--- src/rtl/anode_decoder_if.sv ---
// Digit-select bus between the display scan logic and the anode decoder.
// The scan logic drives index, enable and mask; the decoder returns anode enables and gap status.
interface anode_decoder_if;
  logic [2:0] data;
  logic       en;
  logic [7:0] digit_mask;
  logic [7:0] an;
  logic       blanking;

  modport master (output data, en, digit_mask, input an, blanking);
  modport slave  (input data, en, digit_mask, output an, blanking);
endinterface

--- src/rtl/anode_decoder.sv ---
// Registered 3-to-8 anode decoder with enable, blank mask and optional anti-ghost gap on index change.
// Latency 1 cycle (BLANK_CYCLES+1 edges to a new digit when the gap is enabled); no backpressure.
module anode_decoder #(
  parameter int ACTIVE_LOW   = 1,
  parameter int NUM_DIGITS   = 8,
  parameter int BLANK_CYCLES = 0
) (
  input logic            clk,
  input logic            rst_n,
  anode_decoder_if.slave bus
);

  localparam int CW = (BLANK_CYCLES > 1) ? $clog2(BLANK_CYCLES + 1) : 1;
  localparam logic [7:0]    OFF      = (ACTIVE_LOW != 0) ? 8'hFF : 8'h00;
  localparam logic [CW-1:0] GAP_LOAD = CW'((BLANK_CYCLES > 0) ? BLANK_CYCLES - 1 : 0);
  localparam logic          GAP_BLANK = (BLANK_CYCLES > 1);

  typedef enum logic {DRIVE, GAP} state_t;

  state_t        state;
  logic [2:0]    cur_sel, cur_sel_nxt;
  logic [CW-1:0] gap_cnt, gap_cnt_nxt;
  logic [7:0]    an_q, an_nxt;
  logic          blank_q, blank_nxt;
  logic [7:0]    onehot;

  // Active-high one-hot, limited to populated digits and the blank mask.
  always_comb begin
    onehot = 8'h00;
    if (int'(bus.data) < NUM_DIGITS) onehot[bus.data] = 1'b1;
    onehot = onehot & bus.digit_mask;
  end

  always_comb begin
    state       = (gap_cnt != '0) ? GAP : DRIVE;
    cur_sel_nxt = cur_sel;
    gap_cnt_nxt = gap_cnt;
    an_nxt      = OFF;
    blank_nxt   = 1'b0;
    if (!bus.en) begin
      cur_sel_nxt = bus.data;
      gap_cnt_nxt = '0;
    end else if ((BLANK_CYCLES > 0) && (bus.data != cur_sel)) begin
      cur_sel_nxt = bus.data;
      gap_cnt_nxt = GAP_LOAD;
      blank_nxt   = GAP_BLANK;
    end else if (state == GAP) begin
      gap_cnt_nxt = gap_cnt - 1'b1;
      blank_nxt   = (gap_cnt > CW'(1));
    end else begin
      cur_sel_nxt = bus.data;
      an_nxt      = (ACTIVE_LOW != 0) ? ~onehot : onehot;
    end
  end

  always_ff @(posedge clk) begin
    if (!rst_n) begin
      cur_sel <= 3'd0;
      gap_cnt <= '0;
      an_q    <= OFF;
      blank_q <= 1'b0;
    end else begin
      cur_sel <= cur_sel_nxt;
      gap_cnt <= gap_cnt_nxt;
      an_q    <= an_nxt;
      blank_q <= blank_nxt;
    end
  end

  assign bus.an       = an_q;
  assign bus.blanking = blank_q;

endmodule

--- src/flat_wrapper.sv ---
// flat-port wrapper written by rule: the top's interface ports become plain ports
module anode_decoder_flat 
#(
  parameter int ACTIVE_LOW   = 1,
  parameter int NUM_DIGITS   = 8,
  parameter int BLANK_CYCLES = 0
)
  (clk, rst_n, bus_data, bus_en, bus_digit_mask, bus_an, bus_blanking);
  anode_decoder_if bus_i ();
  input logic clk;
  input logic rst_n;
  input wire logic [$bits(bus_i.data)-1:0] bus_data;
  input wire logic [$bits(bus_i.en)-1:0] bus_en;
  input wire logic [$bits(bus_i.digit_mask)-1:0] bus_digit_mask;
  output wire logic [$bits(bus_i.an)-1:0] bus_an;
  output wire logic [$bits(bus_i.blanking)-1:0] bus_blanking;
  assign bus_i.data = bus_data;
  assign bus_i.en = bus_en;
  assign bus_i.digit_mask = bus_digit_mask;
  assign bus_an = bus_i.an;
  assign bus_blanking = bus_i.blanking;
  anode_decoder #(.ACTIVE_LOW(ACTIVE_LOW), .NUM_DIGITS(NUM_DIGITS), .BLANK_CYCLES(BLANK_CYCLES)) u_core (.clk(clk), .rst_n(rst_n), .bus(bus_i));
endmodule
--- config.mk ---
export PLATFORM = sky130hd
export DESIGN_NAME = anode_decoder_flat
export DESIGN_NICKNAME = d
export VERILOG_FILES = /design/src/rtl/anode_decoder_if.sv /design/src/rtl/anode_decoder.sv /design/src/flat_wrapper.sv
export SDC_FILE = /design/constraint.sdc
export NUM_CORES = 1
export LEC_CHECK = 0
export ABC_AREA = 0
export CAP_MARGIN = 20
export CORE_AREA = 2 2 39 41
export DETAILED_ROUTE_END_ITERATION = 10
export DIE_AREA = 0 0 41 43
export PLACE_DENSITY = 0.66
export SYNTH_ARGS = -nofsm -noshare
export SYNTH_HDL_FRONTEND = slang
export SYNTH_SLANG_ARGS = --single-unit
--- constraint.sdc ---
create_clock -name clk -period 1.05 [get_ports clk]
set_clock_uncertainty 0.05 [all_clocks]
set_input_delay 0.2625 -clock clk [delete_from_list [all_inputs] [get_ports clk]]
set_output_delay 0.2625 -clock clk [all_outputs]
set_load 0.005 [all_outputs]
==> results.py <==
metrics = {
    "floorplanning": {
        "start_util_pct": 19.80,
        "rows": 14,
        "die-area_um2": 1763,
        "fp.dieH_um": 43,
        "core-area_um2": 1384,
        "io_pins": 23,
        "fp.dieW_um": 41,
    },
    "final_layout": {
        "nets": 64,
        "antenna_cells": 0,
        "synthToLayoutAreaGrowth_pct": 78.08,
        "nFillCells": 161,
        "final-seq-area_um2": 181.4,
        "drive_gt1_share_pct": 28.57,
        "fin_area_um2": 488.0,
        "multi_input_area_um2": 90.09,
    },
    "drt": {
        "dr.first_iter.drc_count": 3,
        "ant_nets": 0,
        "wire_per_inst_um": 9.077,
        "drc_errors": 0,
        "routed_wl_um": 590,
        "vias_per_cell": 3.877,
        "firstDrtPassIters": 2,
        "vias": 252,
    },
    "flow_run": {
        "drv_cap": 0,
    },
    "global_routing": {
        "grt_antenna_before_repair": 0,
        "grt_overflow": 0,
        "grt_pass1_vias": 242,
        "grt_first_pass_wirelength_um": 876,
        "grtUsageTotal_pct": 7.956,
        "grt_start_max_net_pins": 6,
    },
    "yosys": {
        "synth_xor_area_share_pct": 0,
        "ys_warn_count": 0,
        "seq_area_frac_synth_pct": 65.75,
        "synthMuxAreaShare_pct": 0,
        "synth-adder-area-share_pct": 0,
        "synth_compound_area_share_pct": 0,
        "synth_cell_type_count": 9,
        "avgSynthCellArea_um2": 11.42,
        "netlist_area_um2": 274.0,
        "syn-instance-count": 24,
        "synth_top_family_by_area": "simple AND/OR/NAND/NOR gates",
        "synth-seq-cells": 9,
        "yosys.area_share.simple_pct": 30.14,
    },
    "clock_tree": {
        "clockBufferDepth": 2,
        "clk_latency_ns": 0.25,
        "cts.sinks": 9,
        "htreeDepth": 1,
        "clk_pin_slew_worst_paths_ns": 0.06,
        "cts_root_buffer": "clkbuf_4",
        "cts_buffers": 3,
        "cts_setup_buffers": 0,
        "cts_tree": "built",
    },
    "placed_design": {
        "place_congestion": 0.6632,
        "hpwl_um": 481.4,
        "postPlaceCellArea_um2": 500.5,
        "place.port_buffers": 21,
    },
    "power_and_ir_drop": {
        "power_w": 0.0006684,
        "p_per_area_nw_per_um2": 1370,
        "static-leakage-power_nw": 0.1800,
        "peakVddDrop_uv": 660.4,
    },
    "timing": {
        "hold_ws_ns": 0.4504,
        "fmax_mhz": 963.3,
        "setup_violations": 0,
        "rsz0062_at_grt": "no",
        "timing.final.crit_period_ns": 1.038,
        "fin_crit_sh_pct": 98.87,
        "setup_tns_ns": 0,
        "hold_violations": 0,
        "drv_slew": 0,
    },
    "worst_setup_path": {
        "path_class": "in -> reg",
        "worst_setup_path_end_kind": "flip-flop",
        "cp-start-kind": "primary input",
        "required_ns": 1.13,
        "crit_chain": "clkdlybuf4s50_1 -> and4bb_2 -> nand4_1",
        "slowest_stage": "clkdlybuf4s50_1",
        "slowest_delay_ns": 0.41,
        "worst-r2r-setup-slack_ns": 0.14,
        "arrival_ns": 1.12,
        "cp.depth": 3,
        "path_max_fanout": 4,
        "crit_family": "simple AND/OR/NAND/NOR gates",
        "crit_buf_inv": 1,
        "reg2reg_depth": 2,
    },
    "hold_path": {
        "hold_depth": 2,
        "worstHoldPathType": "in -> reg",
    },
    "outcome": {
        "status": "complete, no violations",
    },
}
[metal layers]
metal | routed length (um) | up-vias | GRT usage (%)
met5 | 0 | - | 0
met4 | 0 | 0 | 4.000
met3 | 98 | 0 | 7.330
met2 | 259 | 16 | 10.94
met1 | 232 | 105 | 7.792
li1 | - | 131 | -
[layout make-up]
| class | count | area share [%] |
|---|---|---|
| timing repair buffer | 21 | 34.87 |
| sequential | 9 | 37.18 |
| clock buffer | 4 | 5.385 |
| tap | 16 | 4.103 |
| multi-input combinational | 15 | 18.46 |
[sequential cells by signal, indices dropped and copies added, names as in the netlist]
| name | count |
|---|---|
| u_core.gap_cnt | 1 |
| u_core.bus.an | 8 |
[kinds of logic (layout without fill, tap and decap cells)]
group / after synthesis / in the layout
and+or+nand+nor: 13 / 13
other: 1 / 2
DFF: 9 / 9
buffers and inverters: 1 / 25
[power breakdown]
group	total, W	internal [W]	switching, W
clock	0.000254	0.000146	0.000109
combinational	0.0000676	0.0000493	0.0000183
sequential	0.000346	0.000345	0.00000110
total	0.000668	0.000540	0.000128
[placed cells by master, fill, tap and decap left out]
master / netlist / routed
and4bb_2: 1 / 1
dfxtp_1: 9 / 8
nand3_1: 6 / 6
nor2b_1: 2 / 2
dfxtp_2: 0 / 1
buf_2: 0 / 8
nand4_1: 2 / 2
clkbuf_1: 0 / 1
and4b_2: 1 / 1
clkbuf_4: 0 / 3
clkdlybuf4s50_1: 0 / 13
nor2_1: 1 / 1
conb_1: 1 / 2
[repair_timing]
| action | CTS | global route |
|---|---|---|
| hold buffers | 0 | 0 |
| resized for setup | 33 | 0 |
| endpoints found under the setup margin | 8 | 1 |
| pin swaps | 0 | 1 |
[synth_stat cells]
library cell	count	area, um^2
buf_4	1	7.510
conb_1	1	3.750
nand3_1	6	30.03
nor2b_1	2	12.51
dfxtp_1	9	180.2
and4b_2	1	11.26
and4bb_2	1	12.51
nor2_1	1	3.750
nand4_1	2	12.51
[final timing paths]
check                    start               end
min reg2reg     u_core.gap_cnt  u_core.bus.an[3]
max reg2reg     u_core.gap_cnt  u_core.bus.an[5]
min          bus_digit_mask[0]  u_core.bus.an[0]
max                bus_data[1]  u_core.bus.an[5]
[per-stage QoR]
| stage | util, % | instances | setup slack [ns] |
|---|---|---|---|
| after global routing | 35.26 | 65 | 0.00007683 |
| final | 35.26 | 65 | 0.01187 |
| after CTS | 35.26 | 65 | 0.02677 |
| after global placement | 36.17 | 61 | -0.2377 |
| after detailed placement | 36.17 | 61 | -0.2645 |
| after floorplan | - | 25 | 0.2055 |
Note: power is estimated with default switching activity, not from simulation.
